**src/rtl/keypad_pkg.sv**
```systemverilog
// ---------------------------------------------------------------------------
// keypad_pkg
// Shared header for the keypad scanner and the watch/stopwatch block that
// consumes its key codes.
//   KEY_STAR / KEY_HASH : codes for the '*' and '#' keys
//   scanState_t         : scanner FSM state encoding
//   keyCode()           : row/column position -> 4-bit key code
//   colDrive()          : column index -> active-low column drive pattern
//   rowDecode()         : synchronized row pattern -> {exactly-one-low, row index}
// ---------------------------------------------------------------------------
package keypad_pkg;

   localparam logic [3:0] KEY_STAR = 4'hE;
   localparam logic [3:0] KEY_HASH = 4'hF;

   typedef enum logic [1:0] {
      ST_SCAN     = 2'd0,
      ST_DEBOUNCE = 2'd1,
      ST_HELD     = 2'd2,
      ST_RELEASE  = 2'd3
   } scanState_t;

   // Phone layout: rows 0-2 hold the digits 1-9 left to right, row 3 is * 0 #.
   // Column index 3 never occurs in operation and is treated as column 0.
   function automatic logic [3:0] keyCode(input logic [1:0] rowIdx, input logic [1:0] colIdx);
      logic [3:0] col;
      col = (colIdx == 2'd3) ? 4'd0 : {2'b00, colIdx};
      case (rowIdx)
         2'd0:    return 4'd1 + col;
         2'd1:    return 4'd4 + col;
         2'd2:    return 4'd7 + col;
         default: begin
            case (col)
               4'd0:    return KEY_STAR;
               4'd1:    return 4'd0;
               default: return KEY_HASH;
            endcase
         end
      endcase
   endfunction

   // Exactly one column is pulled low at any time; index 3 falls back to column 0.
   function automatic logic [2:0] colDrive(input logic [1:0] colIdx);
      case (colIdx)
         2'd1:    return 3'b101;
         2'd2:    return 3'b011;
         default: return 3'b110;
      endcase
   endfunction

   // Bit 2 flags a clean single-row hit; bits 1:0 carry that row's index.
   // Patterns with no row or several rows low are reported as no hit.
   function automatic logic [2:0] rowDecode(input logic [3:0] rows);
      case (rows)
         4'b1110: return 3'b100;
         4'b1101: return 3'b101;
         4'b1011: return 3'b110;
         4'b0111: return 3'b111;
         default: return 3'b000;
      endcase
   endfunction

endpackage

```
**src/rtl/keypad_scanner_sync_2ff.sv**
```systemverilog
// ---------------------------------------------------------------------------
// sync_2ff
// Two-flop synchronizer for a bundle of slow, independently changing inputs.
// Resets to all-ones so pulled-up (active-low) inputs look idle out of reset.
//   clk    : destination clock
//   rst    : asynchronous, active-high reset
//   data_i : asynchronous input bits
//   data_o : synchronized copy, two clk cycles behind data_i
// ---------------------------------------------------------------------------
module sync_2ff #(
   parameter int WIDTH = 4
) (
   input  logic             clk,
   input  logic             rst,
   input  logic [WIDTH-1:0] data_i,
   output logic [WIDTH-1:0] data_o
);

   logic [WIDTH-1:0] stage1_q;
   logic [WIDTH-1:0] stage2_q;

   // First flop may go metastable; the second gives it a full cycle to settle.
   always_ff @(posedge clk or posedge rst) begin
      if (rst) begin
         stage1_q <= '1;
         stage2_q <= '1;
      end else begin
         stage1_q <= data_i;
         stage2_q <= stage1_q;
      end
   end

   assign data_o = stage2_q;

endmodule

```
**src/rtl/keypad_scanner.sv**
```systemverilog
// ---------------------------------------------------------------------------
// keypad_scanner
// Scans a 3x4 phone keypad one column at a time, debounces presses and
// releases, and hands each accepted key to the watch block as a 4-bit code
// with a single-cycle strobe. One clk cycle is 1 ms.
//   clk          : 1 kHz system clock
//   rst          : asynchronous, active-high reset
//   key_row      : keypad rows, active-low, asynchronous to clk
//   key_col      : column drive, active-low, exactly one column low
//   keypad_input : last accepted key code (0-9, KEY_STAR, KEY_HASH)
//   keypad_valid : one-cycle strobe, keypad_input valid in the same cycle
//   key_held     : high from the strobe until the release is debounced
// Parameters:
//   DEBOUNCE : cycles a row pattern must stay stable (>= 2)
//   SETTLE   : cycles each column is driven before sampling (>= 3)
// ---------------------------------------------------------------------------
module keypad_scanner #(
   parameter int DEBOUNCE = 20,
   parameter int SETTLE   = 3
) (
   input  logic       clk,
   input  logic       rst,
   input  logic [3:0] key_row,
   output logic [2:0] key_col,
   output logic [3:0] keypad_input,
   output logic       keypad_valid,
   output logic       key_held
);

   import keypad_pkg::*;

   localparam int CNT_W = $clog2(DEBOUNCE + 1);
   localparam int SET_W = $clog2(SETTLE + 1);

   localparam logic [CNT_W-1:0] DB_LAST = CNT_W'(DEBOUNCE - 1);
   localparam logic [CNT_W-1:0] DB_MAX  = CNT_W'(DEBOUNCE);
   localparam logic [SET_W-1:0] SET_LAST = SET_W'(SETTLE - 1);

   scanState_t       state_q;
   logic [1:0]       colIdx_q;
   logic [SET_W-1:0] settleCnt_q;
   logic [CNT_W-1:0] dbCnt_q;
   logic [3:0]       rowPat_q;
   logic [1:0]       rowIdx_q;
   logic [3:0]       keyCode_q;
   logic             valid_q;
   logic             held_q;

   logic [3:0]       rowSync;
   logic [2:0]       rowInfo;
   logic             rowHit;
   logic [CNT_W-1:0] dbCntInc;

   sync_2ff #(
      .WIDTH (4)
   ) uRowSync (
      .clk    (clk),
      .rst    (rst),
      .data_i (key_row),
      .data_o (rowSync)
   );

   assign rowInfo  = rowDecode(rowSync);
   assign rowHit   = rowInfo[2];

   // The debounce counter saturates at DEBOUNCE so it can never wrap back to
   // a small value and retrigger a strobe.
   assign dbCntInc = (dbCnt_q == DB_MAX) ? dbCnt_q : dbCnt_q + 1'b1;

   // Scanner FSM. The column only moves in SCAN; every other state keeps the
   // column that found the key so the row lines keep reflecting that key.
   // Leaving DEBOUNCE or RELEASE back to SCAN restarts the settle window on
   // the same column rather than skipping ahead.
   always_ff @(posedge clk or posedge rst) begin
      if (rst) begin
         state_q     <= ST_SCAN;
         colIdx_q    <= 2'd0;
         settleCnt_q <= '0;
         dbCnt_q     <= '0;
         rowPat_q    <= 4'hF;
         rowIdx_q    <= 2'd0;
         keyCode_q   <= 4'h0;
         valid_q     <= 1'b0;
         held_q      <= 1'b0;
      end else begin
         valid_q <= 1'b0;
         case (state_q)
            ST_SCAN: begin
               if (settleCnt_q == SET_LAST) begin
                  settleCnt_q <= '0;
                  if (rowHit) begin
                     rowPat_q <= rowSync;
                     rowIdx_q <= rowInfo[1:0];
                     dbCnt_q  <= '0;
                     state_q  <= ST_DEBOUNCE;
                  end else begin
                     colIdx_q <= (colIdx_q >= 2'd2) ? 2'd0 : colIdx_q + 2'd1;
                  end
               end else begin
                  settleCnt_q <= settleCnt_q + 1'b1;
               end
            end

            ST_DEBOUNCE: begin
               if (rowSync != rowPat_q) begin
                  settleCnt_q <= '0;
                  state_q     <= ST_SCAN;
               end else if (dbCnt_q == DB_LAST) begin
                  valid_q   <= 1'b1;
                  keyCode_q <= keyCode(rowIdx_q, colIdx_q);
                  held_q    <= 1'b1;
                  state_q   <= ST_HELD;
               end else begin
                  dbCnt_q <= dbCntInc;
               end
            end

            ST_HELD: begin
               if (rowSync == 4'hF) begin
                  dbCnt_q <= '0;
                  state_q <= ST_RELEASE;
               end
            end

            ST_RELEASE: begin
               if (rowSync != 4'hF) begin
                  state_q <= ST_HELD;
               end else if (dbCnt_q == DB_LAST) begin
                  held_q      <= 1'b0;
                  settleCnt_q <= '0;
                  state_q     <= ST_SCAN;
               end else begin
                  dbCnt_q <= dbCntInc;
               end
            end

            default: begin
               state_q <= ST_SCAN;
            end
         endcase
      end
   end

   assign key_col      = colDrive(colIdx_q);
   assign keypad_input = keyCode_q;
   assign keypad_valid = valid_q;
   assign key_held     = held_q;

endmodule

```
**config.mk**
```make
export PLATFORM = sky130hd
export DESIGN_NAME = keypad_scanner
export DESIGN_NICKNAME = d
export VERILOG_FILES = /design/src/rtl/keypad_pkg.sv /design/src/rtl/keypad_scanner_sync_2ff.sv /design/src/rtl/keypad_scanner.sv
export SDC_FILE = /design/constraint.sdc
export NUM_CORES = 1
export LEC_CHECK = 0
export ABC_AREA = 1
export CORE_UTILIZATION = 35
export DETAILED_ROUTE_END_ITERATION = 8
export GPL_TIMING_DRIVEN = 0
export PLACE_DENSITY_LB_ADDON = 0.12
export SLEW_MARGIN = 0
export SYNTH_ARGS = -nofsm -noshare
export SYNTH_HDL_FRONTEND = slang
export SYNTH_HIERARCHICAL = 1
export SYNTH_SLANG_ARGS = --single-unit
```
**constraint.sdc**
```tcl
create_clock -name clk -period 1.5 [get_ports clk]
set_input_delay 0.45 -clock clk [delete_from_list [all_inputs] [get_ports clk]]
set_output_delay 0.45 -clock clk [all_outputs]
set_load 0.05 [all_outputs]
```
==> metrics, run 1 <==
pre-CTS setup slack=-0.5562 ns; Post-Syn Nets=221; Cell Area, Synth=between 0.0015 and 0.002 mm^2; largest cells by area after synthesis=dfrtp_1 (27%), dfstp_2 (18%), nand2_1 (12%); clock group share of total power=16.5%; Area Growth Syn to Fin=42.61%; worst setup path class=flip-flop to primary output; CP required=about 1.1 ns; Initial Util=36.63%; hold_buf cts=0; Clk pin slew, worst setup/hold paths=around 0.06 ns; H-tree depth=2; number of synthesized flops with an enable pin=0; routed wl met2=~1600 um; height of the die=72.77 um; Synth Area in Compound Gates=about a tenth; share of the yosys chip area belonging to registers=a little under half; sw power=between 1.5 and 2 mW; flop2flop setup slack=-0.03 ns; Synth Register Bits=31; vias in the first global route=roughly 1200; clk buf depth=2; Pleak=1.201 nW; Arr. time, crit path=about 1.2 ns; largest net degree at the start of global routing=24; Slew Limit Headroom=64.83%; GRT overflow=0; largest family of logic cells by synthesized area=simple AND/OR/NAND/NOR gates; Die ar.=approximately 0.0053 mm^2; mux cell area share after synthesis=0%; Rows=25; crit path max fanout=4; final hold viol count=0; via count=roughly 1400; Pre-Repair DR Iteration Count=4; Synth warnings=6; max-cap viol count=0; clk sinks=31; drt wl/cell=10.93 um; Final period util=109.2%; routed vias/inst=4.441; CTS tree=yes; Cells after DPL=between 200 and 300; synth cell count leaders=nand2_1 (58), inv_1 (29), dfrtp_1 (19); DR iter-0 viols=28; WL met1=about 1800 um; unrepaired setup endpoints after global routing=true; Total GRT Usage=14.40%; clk_lat worst skew=around 0.28 ns; Routed WL=between 3000 and 4000 um; min Tclk post-route=1.638 ns; hpwl dp=about 2200 um; Met3 Routed Length=96 um; Tot Pwr=~4.1 mW; Max Fclk=0.6103 GHz; Flop pwr share=between 20 and 30%; area share of fa/ha/maj cells after synthesis=approximately 5.0%; reg2reg path depth=9; Num CTS Buffers=5; Synth Area in Simple Gates=31.19%; Mapped Cells=around 210; # port buffers=14; post-synth cell types=29; Combinational Power Share=a little over half; endpoint type of the worst setup path=primary output; DRT antenna net count=0; DRC=0; RR Startpoint=uRowSync/data_o[2]; Max Slew Vio Count=0; final setup vio count=9; final setup margin=-0.1385 ns; Critical R2R Capture=dbCnt_q[0]; Finished Layout Cells=322; Worst-Margin Slew=roughly 0.53 ns; failing checks=negative setup slack; fraction of layout cells with a size suffix above 1=around 45%; worst hold path startpoint=uRowSync/stage1_q[1]; power density over the cells=1651 mW/mm^2; Net Sw Frac=about 42%; Die Wd=a little over 70 um; clk root buf=clkbuf_8; post-synthesis xor/xnor area fraction=0.9993%; I/O pins=15; HP Class=flip-flop to flip-flop; Pint=2.378 mW; initial antenna violation count=0; first-pass GRT wire length=5720 um; # diodes=0; Worst Hold Path Cells=0; peak supply drop=a little under 0.7 mV; dominant synthesized flop cell=dfrtp_1; area share of the largest cell type after synthesis=27.12%; Worst Skew=slightly below 0.007 ns; Critical Path Source Type=flip-flop; count leader, synth=nand2_1; Top Layer Used=met4; TNS Setup=-0.5059 ns; GP Congestion=about 0.83; Floorplan Core Area=0.004786 mm^2; Async SR Flop Fraction=between 90% and 100%; nets=between 200 and 300; status=finished with violations; fill count=454; Synth area leader=dfrtp_1; WHS Endpoint=uRowSync/data_o[1]; Syn Area/Cell=between 8 and 9 um^2
[power groups by stage]
stage          Clock, mW  Combinational, mW  Sequential [mW]
5_1_grt            0.751               2.46             1.24
3_5_place_dp           0               1.56             1.20
3_3_place_gp           0               1.56             1.20
6_report           0.679               2.24             1.21
2_1_floorplan          0               1.26             1.17
4_1_cts            0.702               1.90             1.19
[cell type report]
cell class,count,area (um^2),area share (%)
Multi-Input combinational cell,142,1015,40.59
Buffer,2,8.758,0.3504
Timing Repair Buffer,37,369.1,14.76
Tap cell,67,83.83,3.353
Clock buffer,7,86.33,3.453
Sequential cell,31,792.0,31.68
Inverter,35,140.1,5.606
Clock inverter,1,5.005,0.2002
[worst max path at each step]
stage / endpoint / slack (ns) / cells past startpoint / start
finish: key_col[0] / -0.14 / 3 / colIdx_q[0]
global route: key_col[0] / -0.20 / 3 / colIdx_q[1]
CTS: key_col[1] / -0.18 / 4 / colIdx_q[1]
detailed placement: key_col[0] / -0.56 / 3 / colIdx_q[0]
global placement: key_col[0] / -0.54 / 3 / colIdx_q[1]
floorplan: keypad_input[2] / 0.003 / 7 / colIdx_q[1]
[worst max-delay path: stages, from the launching register on]
cell and delay, ns:
dfrtp_2 0.43, inv_4 0.06, ha_4 0.28, buf_8 0.14
[sequential cells by signal, indices dropped and copies added, names as in the netlist]
register,cells
uRowSync/stage1_q,4
rowPat_q,4
keypad_valid,1
key_held,1
uRowSync/data_o,4
colIdx_q,2
dbCnt_q,5
rowIdx_q,2
keypad_input,4
settleCnt_q,2
state_q,2
[per-layer routing]
layer,up-vias,track usage [%]
met4,0,5.882
li1,750,-
met3,5,4.144
met1,651,20.12
met2,24,20.87
met5,-,0
[kinds of logic after synthesis]
logic type | count (synthesis)
DFF | 31
adders and majority gates | 7
and+or+nand+nor | 103
AOI/OAI and AO/OA | 28
xor gates and xnor gates | 2
buffers and inverters | 37
[layout by cell type, fill, tap and decap left out, types with 7 or more instances in the layout]
master	Yosys	routed
buf_6	0	8
dfstp_2	12	12
o21ai_0	7	7
o21ai_1	8	7
inv_2	5	7
buf_4	0	15
nor2_1	11	11
dfrtp_1	19	18
nand3_2	0	9
inv_1	29	24
nand2_1	58	44
nand2_2	2	14
[through the flow]
step,util [%],instance area (um^2),hold slack [ns]
4_1_cts,47.29,2263,0.3558
6_report,52.24,2500,0.3551
5_1_grt,52.24,2500,0.3600
3_3_place_gp,41.36,1979,0.3459
2_1_floorplan,-,1755,0.3452
3_5_place_dp,41.36,1979,0.3468
[timing repair]
action	in CTS	in global routing
gates cloned	0	2
hold endpoints to repair	0	0
pin swaps	15	19
gates resized for setup	59	34
setup endpoints to repair	21	41
setup buffers	15	8
Note: power is estimated with default switching activity, not from simulation.
==> run 2, diff against run 1 <==
--- a/config.mk
+++ b/config.mk
@@ -10,6 +10,7 @@
 export DETAILED_ROUTE_END_ITERATION = 8
 export GPL_TIMING_DRIVEN = 0
 export PLACE_DENSITY_LB_ADDON = 0.12
+export REMOVE_ABC_BUFFERS = 1
 export SLEW_MARGIN = 0
 export SYNTH_ARGS = -nofsm -noshare
 export SYNTH_HDL_FRONTEND = slang
==> metrics, run 2 (synthesis gave the netlist of run 1 again) <==
status=finished with violations; failing checks=negative setup slack; Max Slew Vio Count=0; H-tree depth=2; Die Wd=approximately 73 um; Arr. time, crit path=roughly 1.2 ns; Pleak=~1.2 nW; number of flip-flops in the largest register=5; Clk pin slew, worst setup/hold paths=~0.06 ns; clk buf depth=2; slowest cell delay on critical path=just over 0.4 ns; min Tclk post-route=1.654 ns; via count=1475; Final period util=110.3%; final setup margin=-0.1543 ns; Biggest register=dbCnt_q; Worst Path Buf+Inv=3; Finished Layout Cells=322; largest net degree at the start of global routing=24; Slew Limit Headroom=approximately two fifths; crit path max fanout=3; Critical Path Source Type=flip-flop; final setup vio count=9; Crit path max-delay family=flip-flops; hpwl dp=approximately 2200 um; TNS Setup=-0.7094 ns; commonest non-fill, non-tap cell in the layout=nand2_1; GP Congestion=~0.78; Rows=25; height of the die=between 70 and 80 um; routed vias/inst=between 4 and 5; Initial Util=around 37%; max-cap viol count=0; Worst-Margin Slew=~0.93 ns; clk_lat worst skew=between 0.2 and 0.3 ns; DR iter-0 viols=86; unrepaired setup endpoints after global routing=true; GRT overflow=0; Num CTS Buffers=5; clk sinks=31; hold slack=0.3513 ns; first-pass GRT wire length=5796 um; cells along the critical path=inv_2 > ha_2 > inv_1 > buf_6; Worst path slowest cell=dfrtp_1; power density over the cells=around 1600 mW/mm^2; Floorplan Core Area=~0.0048 mm^2; endpoint type of the worst setup path=primary output; Routed WL=around 3500 um; final hold viol count=0; hold_buf cts=0; drt wl/cell=approximately 11 um; fill count=between 400 and 500; commonest non-fill, non-tap cells in the layout=nand2_1 (42), inv_1 (23), buf_4 (21); Area Growth Syn to Fin=40.47%; HP Class=flip-flop to flip-flop; vias in the first global route=between 1000 and 1500; Cells after DPL=~290; Total GRT Usage=between 10% and 20%; initial antenna violation count=0; I/O pins=15; clk root buf=clkbuf_8; # port buffers=14; Max Fclk=between 0.6 and 0.7 GHz; Pre-Repair DR Iteration Count=4; CP required=approximately 1.1 ns; worst setup path class=flip-flop to primary output; CTS tree=yes; peak supply drop=just under 0.8 mV; # diodes=0; Tot Pwr=just under 4 mW; Worst Skew=0.005679 ns; DRC=0; fraction of layout cells with a size suffix above 1=45.10%; DRT antenna net count=0; Die ar.=0.005295 mm^2; nets=about 270
## run 2: cell count changes in the layout (fill, tap and decap cells not counted), sizes merged
cell / delta
nor2: -1
clkdlybuf4s15: +1
clkbuf: -1
buf: +1
## run 2: stage by stage
stage / util (%) / cell area [um^2] / setup slack [ns]
3_3_place_gp: 41.12 / 1968 / -0.5380
2_1_floorplan: - / 1744 / -0.05577
4_1_cts: 47.40 / 2268 / -0.1632
3_5_place_dp: 41.12 / 1968 / -0.5408
6_report: 51.45 / 2462 / -0.1543
5_1_grt: 51.45 / 2462 / -0.2301
## run 2: metal layers
| layer | part of all wire [%] | routed length (um) | track usage [%] | up-vias |
|---|---|---|---|---|
| met2 | 48 | 1715 | 23.47 | 22 |
| met4 | 1.6 | 58 | 5.882 | 0 |
| met3 | 2.8 | 101 | 3.729 | 7 |
| met1 | 47 | 1671 | 17.73 | 695 |
| li1 | - | - | - | 751 |
| met5 | 0 | 0 | 0 | - |
## run 2: timing repair
action                                  4_1_cts  5_1_grt
buffers inserted                             18        8
pin swaps                                    12       17
cloned                                        0        1
resized for setup                            58       33
endpoints found under the setup margin       22       19
## run 2: path summary, 6_finish.rpt
check	startpoint	depth (start not counted)	slack [ns]	to
min in group asynchronous	rst	2	0.68	uRowSync/data_o[0]
worst max register to register	uRowSync/data_o[2]	9	-0.08	dbCnt_q[4]
max in group asynchronous	rst	2	0.23	keypad_input[2]
worst min register to register	uRowSync/stage1_q[0]	0	0.35	uRowSync/data_o[0]
worst max-delay path	colIdx_q[1]	4	-0.15	key_col[1]
worst min-delay path	uRowSync/stage1_q[0]	0	0.35	uRowSync/data_o[0]
## run 2: power breakdown
group	switching, mW	leakage, nW	total, mW	internal [mW]
Combinational	1.19	0.785	2.08	0.888
Clock	0.307	0.0482	0.677	0.370
Sequential	0.174	0.382	1.22	1.05
## run 2: final cells by class
cell class	instances	area, um^2	share of cell area (%)
multi-input combinational	141	989.7	40.19
sequential	31	790.8	32.11
timing repair buffer	40	369.1	14.99
inverter	35	137.6	5.589
clock buffer	7	86.33	3.506
tap	67	83.83	3.404
clock inverter	1	5.005	0.2033
## run 2: worst reg2reg max path, stage by stage (launching register included)
cell and delay (ns):
dfstp_2 0.58, nand2_4 0.09, nor2_4 0.18, nor2_2 0.07, nor2_4 0.10, nand2_4 0.09, nor2_8 0.15, nand2_4 0.10
nand2_1 0.08, nand2_1 0.05
==> run 3, diff against run 2 <==
--- a/config.mk
+++ b/config.mk
@@ -8,7 +8,7 @@
 export ABC_AREA = 1
 export CORE_UTILIZATION = 35
 export DETAILED_ROUTE_END_ITERATION = 8
-export GPL_TIMING_DRIVEN = 0
+export HOLD_SLACK_MARGIN = 0.08
 export PLACE_DENSITY_LB_ADDON = 0.12
 export REMOVE_ABC_BUFFERS = 1
 export SLEW_MARGIN = 0
@@ -16,3 +16,4 @@
 export SYNTH_HDL_FRONTEND = slang
 export SYNTH_HIERARCHICAL = 1
 export SYNTH_SLANG_ARGS = --single-unit
+export TNS_END_PERCENT = 30
==> metrics, run 3 (synthesis gave the netlist of run 1 again) <==
status=finished with violations; failing checks=negative setup slack; crit path max fanout=3; DR iter-0 viols=between 80 and 90; most used cell, CP=inv_2; endpoint type of the worst setup path=primary output; Arr. time, crit path=1.20 ns; cells along the critical path=inv_2 > ha_2 > inv_2 > buf_12; # diodes=0; CP required=about 1.1 ns; number of flip-flops in the largest register=5; final setup vio count=9; H-tree depth=2; Clk pin slew, worst setup/hold paths=about 0.07 ns; Biggest register=dbCnt_q; hold_buf cts=0; nets=260; clk buf depth=2; GRT overflow=0; power density over the cells=between 1500 and 2000 mW/mm^2; Final period util=110.1%; Cells after DPL=303; vias in the first global route=roughly 1300; Die ar.=roughly 0.0053 mm^2; pre-CTS setup slack=-0.01185 ns; hpwl dp=around 2400 um; Worst-Margin Slew=roughly 0.3 ns; CTS tree=yes; worst hold path startpoint=uRowSync/stage1_q[2]; HP Class=flip-flop to flip-flop; RR Startpoint=rowPat_q[0]; Worst Hold Path Cells=0; commonest non-fill, non-tap cells in the layout=nand2_1 (43), inv_1 (23), dfrtp_1 (19); TNS Setup=-0.6044 ns; unrepaired setup endpoints after global routing=true; via count=1416; slowest cell delay on critical path=~0.41 ns; DRT antenna net count=0; placed cell areas=between 0.002 and 0.0025 mm^2; final instance area=between 0.002 and 0.0025 mm^2; Total GRT Usage=between 10 and 15%; min Tclk post-route=1.652 ns; clk sinks=31; Crit. Startpoint=colIdx_q[1]; final setup margin=-0.1521 ns; initial antenna violation count=0; flop2flop setup slack=-0.06 ns; max-cap viol count=0; Initial Util=a little over a third; Finished Layout Cells=approximately 320; Floorplan Core Area=about 0.0048 mm^2; clk root buf=clkbuf_8; Max Fclk=0.6053 GHz; first-pass GRT wire length=roughly 6000 um; fraction of layout cells with a size suffix above 1=between 40% and 50%; Area Growth Syn to Fin=36.33%; fill count=450; largest net degree at the start of global routing=24; drt wl/cell=approximately 11 um; fin util=about 50%; Max Slew Vio Count=0; I/O pins=15; commonest non-fill, non-tap cell in the layout=nand2_1; Num CTS Buffers=5; WHS Endpoint=uRowSync/data_o[2]; clk_lat worst skew=around 0.28 ns; reg2reg path depth=9; Rows=25; Worst Skew=0.005077 ns; Die Wd=between 70 and 80 um; Pre-Repair DR Iteration Count=4; # port buffers=14; height of the die=around 73 um; worst setup path class=flip-flop to primary output; hold slack=0.3571 ns; Tot Pwr=~3.9 mW; Critical Path Source Type=flip-flop; peak supply drop=0.8153 mV; Pleak=between 1 and 1.5 nW; final hold viol count=0; GP Congestion=a little over 0.8; Routed WL=between 3000 and 4000 um; Slew Limit Headroom=about 80%; Critical R2R Capture=dbCnt_q[1]; DRC=0; Worst path slowest cell=dfrtp_1; routed vias/inst=~4.5
==> run 3: worst max-delay path: cells and delay by family (launching register included) <==
kind	cells	cell delay (ns)
DFF	1	0.41
buffers and inverters	3	0.30
adders and majority gates	1	0.20
==> run 3: per-layer routing <==
layer | global-route usage [%] | part of all wire [%]
met1 | 19.12 | 47
met4 | 6.318 | 2.1
met2 | 23.47 | 48
met3 | 3.729 | 2.7
met5 | 0 | 0
==> run 3: power breakdown <==
| part | switching [mW] | internal, mW | total, mW |
|---|---|---|---|
| Sequential | 0.156 | 1.05 | 1.20 |
| Clock | 0.332 | 0.324 | 0.656 |
| Combinational | 1.14 | 0.856 | 1.99 |
==> run 3: how the worst max path moves through the flow <==
stage / depth (start not counted) / end
finish: 4 / key_col[1]
global route: 4 / key_col[1]
CTS: 4 / key_col[1]
detailed placement: 9 / dbCnt_q[1]
global placement: 9 / dbCnt_q[1]
floorplan: 7 / keypad_input[2]
==> run 3: cell type report <==
cell class | instances | area, um^2 | share of cell area (%)
Clock inverter | 3 | 18.77 | 0.7853
Multi-Input combinational cell | 140 | 899.6 | 37.64
Inverter | 35 | 131.4 | 5.497
Sequential cell | 31 | 790.8 | 33.09
Timing Repair Buffer | 34 | 396.6 | 16.60
Clock buffer | 5 | 68.82 | 2.880
Tap cell | 67 | 83.83 | 3.508
==> run 3: repair_timing <==
item | CTS | global route
endpoints found under the setup margin | 9 | 24
pin swaps | 0 | 14
gates resized for setup | 7 | 23
setup buffers | 1 | 3
